==> src/rtl/pc_sequencer.sv <==
// In-order PC sequencer: fetch over req/ack, issue over valid/ready,
// then wait for branch resolution before choosing the next PC.
module pc_sequencer #(
  parameter int unsigned          ADDR_W   = 32,
  parameter int unsigned          INSTR_W  = 32,
  parameter logic [ADDR_W-1:0]    RESET_PC = '0
) (
  input  logic               clk,
  input  logic               rst,
  output logic [ADDR_W-1:0]  imem_addr,
  output logic               imem_req,
  input  logic               imem_ack,
  input  logic [INSTR_W-1:0] imem_rdata,
  output logic [INSTR_W-1:0] instr,
  output logic               instr_valid,
  input  logic               instr_ready,
  input  logic               resolve_valid,
  input  logic               branch,
  input  logic [ADDR_W-1:0]  branch_target,
  input  logic               halt,
  output logic [ADDR_W-1:0]  pc,
  output logic [31:0]        retired,
  output logic               halted
);

  typedef enum logic [1:0] {
    FETCH,
    ISSUE,
    RESOLVE,
    HALTED
  } state_e;

  state_e             state_q, state_d;
  logic [ADDR_W-1:0]  pc_q, pc_d;
  logic [INSTR_W-1:0] instr_q, instr_d;
  logic [31:0]        retired_q, retired_d;

  always_ff @(posedge clk or posedge rst) begin
    if (rst) begin
      state_q <= FETCH;
    end else begin
      state_q <= state_d;
    end
  end

  always_comb begin
    state_d = state_q;
    unique case (state_q)
      FETCH:   if (imem_ack)      state_d = ISSUE;
      ISSUE:   if (instr_ready)   state_d = RESOLVE;
      RESOLVE: if (resolve_valid) state_d = halt ? HALTED : FETCH;
      HALTED:  state_d = HALTED;
      default: state_d = FETCH;
    endcase
  end

  always_comb begin
    imem_req    = 1'b0;
    instr_valid = 1'b0;
    halted      = 1'b0;
    unique case (state_q)
      FETCH:   imem_req    = 1'b1;
      ISSUE:   instr_valid = 1'b1;
      RESOLVE: ;
      HALTED:  halted      = 1'b1;
      default: ;
    endcase
  end

  // Halt wins over branch; the PC of a halting instruction is kept.
  always_comb begin
    pc_d      = pc_q;
    instr_d   = instr_q;
    retired_d = retired_q;
    if (state_q == FETCH && imem_ack) begin
      instr_d = imem_rdata;
    end
    if (state_q == RESOLVE && resolve_valid) begin
      retired_d = retired_q + 32'd1;
      if (!halt) begin
        pc_d = branch ? {branch_target[ADDR_W-1:2], 2'b00}
                      : pc_q + ADDR_W'(4);
      end
    end
  end

  always_ff @(posedge clk or posedge rst) begin
    if (rst) begin
      pc_q      <= RESET_PC;
      instr_q   <= '0;
      retired_q <= '0;
    end else begin
      pc_q      <= pc_d;
      instr_q   <= instr_d;
      retired_q <= retired_d;
    end
  end

  assign imem_addr = pc_q;
  assign pc        = pc_q;
  assign instr     = instr_q;
  assign retired   = retired_q;

endmodule
==> config.mk <==
export PLATFORM = sky130hd
export DESIGN_NAME = pc_sequencer
export DESIGN_NICKNAME = d
export VERILOG_FILES = /design/src/rtl/pc_sequencer.sv
export SDC_FILE = /design/constraint.sdc
export NUM_CORES = 1
export LEC_CHECK = 0
export CAP_MARGIN = 5
export CORE_ASPECT_RATIO = 1.5
export CORE_UTILIZATION = 30
export DETAILED_ROUTE_END_ITERATION = 10
export DONT_BUFFER_PORTS = 1
export PLACE_DENSITY = 0.41
export SLEW_MARGIN = 20
export SYNTH_ARGS = -nofsm -noshare
export SYNTH_HDL_FRONTEND = slang
export SYNTH_SLANG_ARGS = --single-unit
==> constraint.sdc <==
create_clock -name clk -period 5.5 [get_ports clk]
set_input_delay 0.825 -clock clk [delete_from_list [all_inputs] [get_ports clk]]
set_output_delay 0.825 -clock clk [all_outputs]
set_load 0.05 [all_outputs]
==> qor.csv, run 1 <==
stage,metric,value,unit
final_layout,nFillCells,1730,
global_routing,grt_pass1_vias,3618,
yosys,synthFlopType,dfrtp_1,
sta,holdWs,0.4186,ns
setup_path,arrival,3.38,ns
setup_path,critical_path.startpoint_type,flip-flop,
yosys,synthArstFlopShare,1.000,
yosys,synth_edf_count,0,
power_and_ir_drop,power.density,507.8,nW/um^2
power_and_ir_drop,p_leak,2.244,nW
clocking,clk_latency,0.35,ns
final_layout,diodes,0,
placed_design,dp_worst_setup_slack,2.279,ns
global_routing,overflow,0,
drt,totalWireLength,12810,um
sta,finalSetupViolations,0,
floorplan,die_width,107.9,um
floorplan,die_area,17340,um^2
sta,fin_ws,2.330,ns
drt,dr.first_iter.drc_count,174,
setup_path,cp_max_fo,13,
drt,wire_per_inst,19.06,um
clocking,clkTransAtPathRegs,0.08,ns
setup_path,r2r_start,imem_addr[12]$_DFFE_PP0P_,
final_layout,layout.nets,534,
clocking,post_cts_buffers,0,
clocking,cts_tree,built,
clocking,cts_hold_buf,0,
drt,vias_per_cell,5.375,
clocking,htree_levels,3,
final_layout,final_util,0.3229,
floorplan,die_y,160.8,um
global_routing,grt.total_usage,0.1501,
final_layout,drive_gt1_frac,0.1481,
drt,drc,0,
clocking,clock-sinks,96,
sta,finalCritPeriodShare,0.5764,
global_routing,antenna_found_initial,0,
yosys,ys_seq_area_frac,0.4763,
sta,final_max_slew_viol_count,0,
placed_design,hpwl,9247,um
sta,rsz0062_at_grt,false,
clocking,clock-root-buffer,clkbuf_16,
power_and_ir_drop,power,2.678,mW
global_routing,grt_pass1_wl,19820,um
status,outcome,"complete, no violations",
sta,finalSetupTns,0,ns
sta,max_freq,315.4,MHz
drt,vias,3612,
yosys,synth.distinct_cells,56,
sta,hold_viol,0,
sta,layout_min_cycle_time,3.170,ns
clocking,cts_buffers,9,
yosys,netlist_area,5044,um^2
placed_design,gp_congestion,0.7842,
floorplan,rows,57,
power_and_ir_drop,irDropWorstVdd,0.0002955,V
worst_hold_path,hold_class,input pin to asynchronous set/reset pin,
run,timing.max_cap.violations,0,
setup_path,end_kind,flip-flop,
drt,route.antenna.remaining_nets,0,
global_routing,grt_max_degree,64,
drt,firstDrtPassIters,4,
floorplan,initial_core_util,0.3088,
setup_path,critical_path_class,flip-flop to flip-flop,
final_layout,area_growth_syn_to_layout,4.565,%
floorplan,io_pins,202,
setup_path,crit_path_start,imem_addr[12]$_DFFE_PP0P_,
clocking,cts_resized,0,
clocking,ctsLongestPathBuffers,2,
sta,relSlewSlack,0.2727,
yosys,synth.avg_cell_area,10.17,um^2
yosys,ys_ff_latch,96,
sta,max_slew.worst_pin.slew,1.091,ns
yosys,ys_warn_count,0,
yosys,synth_cells,496,
setup_path,crit_required,5.71,ns
placed_design,port_buffers,0,
floorplan,core,16330,um^2
sta,finClkSkew,0.008495,ns
## cells in the mapped netlist (10+ instances only)
cell type	instances	area share
buf_4	34	0.051
nor2_1	33	0.025
nor3_1	10	0.0099
and3_1	12	0.015
o21ai_0	25	0.025
a21oi_1	24	0.024
xnor2_1	20	0.035
nand3_1	34	0.034
xor2_1	11	0.019
dfrtp_1	96	0.48
mux2_2	32	0.071
nand4_1	19	0.024
nand2_1	33	0.025
## worst max-delay path, stage by stage (launching register included)
cell and delay [ns]:
dfrtp_1 1.02, nand3_1 0.38, nor3_2 0.75, nand3_1 0.34, nor4_1 0.41, a211oi_1 0.12
## registers in the layout, indices dropped and copies added, names as in the netlist
register,count
retired,32
state_q,2
instr,32
imem_addr,30
## cell families (layout without fill, tap and decap cells)
kind of cell | count (synthesis) | count (layout) | synth area share
compound gates | 78 | 78 | 0.09279
xor+xnor | 31 | 31 | 0.05383
fa+ha+maj | 2 | 2 | 0.004961
buf+inv | 65 | 32 | 0.08583
flops | 96 | 96 | 0.4763
mux | 37 | 37 | 0.08162
other cells | 1 | 4 | 0.0007435
simple gates | 186 | 186 | 0.2039
## worst paths after layout
path | end | slack (ns) | cells past startpoint
worst max-delay path | imem_addr[30]$_DFFE_PP0P_ | 2.33 | 5
worst min-delay path | instr[22]$_DFFE_PP0P_ | 0.42 | 1
worst max register to register | imem_addr[30]$_DFFE_PP0P_ | 2.33 | 5
worst min register to register | state_q[1]$_DFFE_PP0P_ | 0.61 | 2
max in group asynchronous | instr[25]$_DFFE_PP0P_ | 3.95 | 2
min in group clk | state_q[0]$_DFFE_PP0P_ | 0.57 | 1
## layout make-up
| cell class | count | area, um^2 | share of cell area |
|---|---|---|---|
| sequential | 96 | 2402 | 0.4555 |
| multi-input combinational | 338 | 2220 | 0.4209 |
| tap | 206 | 257.7 | 0.04887 |
| clock buffer | 10 | 239.0 | 0.04531 |
| clock inverter | 6 | 62.56 | 0.01186 |
| timing repair buffer | 8 | 60.06 | 0.01139 |
| inverter | 8 | 32.53 | 0.006168 |
## report_power, final
part	total (mW)	switching (mW)	internal (mW)	leakage, nW
logic	0.259	0.136	0.123	0.866
registers	1.79	0.956	0.835	1.23
clock network	0.629	0.298	0.331	0.148
total	2.68	1.39	1.29	2.24
## routing by layer
| layer | vias up | wire length (um) | part of all wire | track usage |
|---|---|---|---|---|
| met4 | 0 | 221 | 0.017 | 0.06040 |
| met5 | - | 0 | 0 | 0 |
| met1 | 1788 | 4658 | 0.36 | 0.1534 |
| li1 | 1668 | - | - | - |
| met2 | 144 | 6748 | 0.53 | 0.2657 |
| met3 | 12 | 1182 | 0.092 | 0.06250 |
## cells in the final DEF, fill, tap and decap left out, types with 4 or more instances in the layout
cell type  count
nand3b_1       4
conb_1         4
nor2b_1        5
mux2i_1        4
a311oi_1       5
inv_1          6
o21ai_0       25
and2_1         5
nor3_1        10
nand2_1       33
and4_1         6
nand3_1       34
clkbuf_16      9
xor2_1        11
a21oi_1       24
dfrtp_1       96
nor2_1        33
xnor2_1       20
and3_1        12
nand4_1       19
mux2_2        32
buf_4          8
## stage by stage
| step | area, um^2 | instances |
|---|---|---|
| final | 5274 | 672 |
| after global routing | 5274 | 672 |
| after CTS | 5274 | 672 |
| after detailed placement | 4972 | 656 |
| after global placement | 4972 | 656 |
| after floorplan | 5055 | 499 |
Power figures use the tool's default switching activity.
==> inputs of run 2 (changes only) <==
Clock period 5.5 ns to 3.05 ns, I/O delays scaled along.
==> run 2 against run 1 <==
Via count up 3.1%. Sequential cell count unchanged. Utilization up 1.7 points. Clock power up 86%. Highest routed layer unchanged. Largest cell class unchanged. Clock-buffer cell count unchanged. Power up 89%. Cell count up 5.4%. Clock skew up 0.0024 ns. Cell area up 5.4%. Largest power group unchanged. Die area unchanged. Combinational power rose to 6.2 times the previous value.
==> qor.csv, run 2 (synthesized netlist as in run 1, its figures left out) <==
stage,metric,value,unit,change
clocking,clock-sinks,96,,unchanged
global_routing,overflow,0,,unchanged
floorplan,core,16330,um^2,unchanged
drt,route.antenna.remaining_nets,0,,unchanged
worst_hold_path,hold_class,input pin to asynchronous set/reset pin,,unchanged
floorplan,die_y,160.8,um,unchanged
clocking,htree_levels,3,,unchanged
clocking,clkTransAtPathRegs,0.07,ns,was 0.08 ns
final_layout,final_util,0.3404,,was 0.3229
floorplan,die_width,107.9,um,unchanged
placed_design,gp_congestion,0.7567,,was 0.7842
placed_design,dp_cells,692,,was 656
setup_path,r2r_slack,0.81,ns,was 2.33 ns
drt,wire_per_inst,18.46,um,was 19.06 um
power_and_ir_drop,p_leak,2.431,nW,was 2.244 nW
setup_path,crit_end,imem_addr[30]$_DFFE_PP0P_,,unchanged
sta,layout_min_cycle_time,2.243,ns,was 3.170 ns
drt,firstDrtPassIters,4,,unchanged
clocking,cts_tree,built,,unchanged
setup_path,cp_max_fo,8,,was 13
setup_path,critical_path.startpoint_type,flip-flop,,unchanged
setup_path,r2r_start,imem_addr[2]$_DFFE_PP0P_,,was imem_addr[12]$_DFFE_PP0P_
placed_design,hpwl,9478,um,was 9247 um
placed_design,port_buffers,0,,unchanged
global_routing,grt_pass1_wl,20890,um,was 19820 um
setup_path,arrival,2.44,ns,was 3.38 ns
final_layout,drive_gt1_frac,0.2072,,was 0.1481
global_routing,grt.total_usage,0.1566,,was 0.1501
drt,dr.first_iter.drc_count,141,,was 174
global_routing,grt_max_degree,64,,unchanged
sta,finalCritPeriodShare,0.7354,,was 0.5764
power_and_ir_drop,power.density,911.8,nW/um^2,was 507.8 nW/um^2
global_routing,grt_pass1_vias,3837,,was 3618
status,outcome,"complete, no violations",,unchanged
setup_path,crit_required,3.25,ns,was 5.71 ns
sta,max_slew.worst_pin.slew,0.9753,ns,was 1.091 ns
setup_path,worstReg2RegEnd,imem_addr[30]$_DFFE_PP0P_,,unchanged
final_layout,layout.nets,570,,was 534
run,timing.max_cap.violations,0,,unchanged
clocking,cts_buffers,9,,unchanged
clocking,post_cts_buffers,0,,unchanged
sta,finalSetupTns,0,ns,unchanged
clocking,ctsLongestPathBuffers,2,,unchanged
clocking,cts_hold_buf,0,,unchanged
floorplan,rows,57,,unchanged
sta,rsz0062_at_grt,false,,unchanged
setup_path,ff2ff_path_depth,6,,was 5
final_layout,area_growth_syn_to_layout,10.22,%,was 4.565%
sta,max_freq,445.8,MHz,was 315.4 MHz
global_routing,antenna_found_initial,0,,unchanged
final_layout,layoutNonFillerInstCount,708,,was 672
sta,relSlewSlack,0.3485,,was 0.2727
sta,hold_viol,0,,unchanged
drt,vias_per_cell,5.258,,was 5.375
final_layout,diodes,0,,unchanged
sta,finalSetupViolations,0,,unchanged
setup_path,crit_path_start,imem_addr[2]$_DFFE_PP0P_,,was imem_addr[12]$_DFFE_PP0P_
setup_path,cp_slowest_cell,nor4_1,,was dfrtp_1
setup_path,cp_cell_sequence,ha_1 -> nand3_1 -> nor2_2 -> nand3_1 -> nor4_1 -> a211oi_1,,was nand3_1 -> nor3_2 -> nand3_1 -> nor4_1 -> a211oi_1
drt,totalWireLength,13070,um,was 12810 um
final_layout,nFillCells,1705,,was 1730
setup_path,slowest_delay,0.44,ns,was 1.02 ns
setup_path,critical_path_class,flip-flop to flip-flop,,unchanged
power_and_ir_drop,irDropWorstVdd,0.0005682,V,was 0.0002955 V
setup_path,worst_path_most_repeated_cell,nand3_1,,unchanged
clocking,cts_resized,0,,unchanged
floorplan,initial_core_util,0.3088,,unchanged
floorplan,io_pins,202,,unchanged
final_layout,final_common_cell,dfrtp_1,,unchanged
setup_path,end_kind,flip-flop,,unchanged
final_layout,final_cell_mix,"dfrtp_1, buf_4, nand3_1, nand2_1, nor2_1",,"was dfrtp_1, nand3_1, nand2_1, nor2_1, mux2_2"
clocking,clk_latency,0.35,ns,about the same
drt,vias,3723,,was 3612
sta,finClkSkew,0.01094,ns,was 0.008495 ns
sta,final_max_slew_viol_count,0,,unchanged
clocking,clock-root-buffer,clkbuf_16,,unchanged
floorplan,die_area,17340,um^2,unchanged
drt,drc,0,,unchanged
[run 2: cell types whose count changed in the layout (fill, tap and decap cells not counted)]
cell,before,now
buf_12,0,1
buf_4,8,43
bufinv_16,0,1
clkbuf_1,0,1
clkbuf_8,1,0
clkinv_4,3,1
clkinv_8,1,0
clkinvlp_4,0,1
inv_6,1,2
[run 2: final cells by class]
class / instances / area [um^2] / area share
sequential: 96 / 2402 / 0.4321
multi-input combinational: 338 / 2220 / 0.3993
timing repair buffer: 44 / 342.8 / 0.06167
tap: 206 / 257.7 / 0.04637
clock buffer: 10 / 229.0 / 0.04119
clock inverter: 6 / 75.07 / 0.01350
inverter: 8 / 32.53 / 0.005852
[run 2: worst min-delay path by stage]
stage                            from                   endpoint  slack, ns  depth (start not counted)
3_3_place_gp                      rst      instr[26]$_DFFE_PP0P_       0.44                          1
3_5_place_dp                      rst      instr[25]$_DFFE_PP0P_       0.44                          1
4_1_cts                           rst      instr[25]$_DFFE_PP0P_       0.06                          1
2_1_floorplan  state_q[0]$_DFFE_PP0P_     state_q[1]$_DFFE_PP0P_       0.54                          2
5_1_grt                           rst  imem_addr[30]$_DFFE_PP0P_       0.07                          1
6_report                          rst      instr[25]$_DFFE_PP0P_       0.04                          1
[run 2: metal layers]
| layer | global-route usage | part of all wire | routed length [um] |
|---|---|---|---|
| met5 | 0 | 0 | 0 |
| met4 | 0.05168 | 0.014 | 181 |
| met3 | 0.05154 | 0.080 | 1051 |
| met2 | 0.2797 | 0.52 | 6779 |
| met1 | 0.1712 | 0.39 | 5058 |
[run 2: where the power goes]
part	internal, mW	switching [mW]	total [mW]	leakage [nW]
clock network	0.650	0.524	1.17	0.146
logic	0.368	1.25	1.61	1.06
registers	1.53	0.751	2.28	1.23
[run 2: worst max-delay path, delay by kind of cell, from the launching register on]
family,cells,cell delay (ns)
and+or+nand+nor,4,1.31
DFF,1,0.40
adders and majority gates,1,0.24
AOI/OAI and AO/OA,1,0.14
[run 2: per-stage QoR]
step                      total power [mW]  setup slack [ns]  instance area (um^2)  hold WS (ns)
final                                5.069            0.8071                  5559       0.03745
after global routing                 5.320            0.5981                  5559       0.07357
after CTS                            5.155            0.7983                  5559       0.05607
after detailed placement             3.947            0.8113                  5255        0.4383
after global placement               3.924            0.8296                  5255        0.4357
after floorplan                      3.733           0.08713                  5055        0.5362
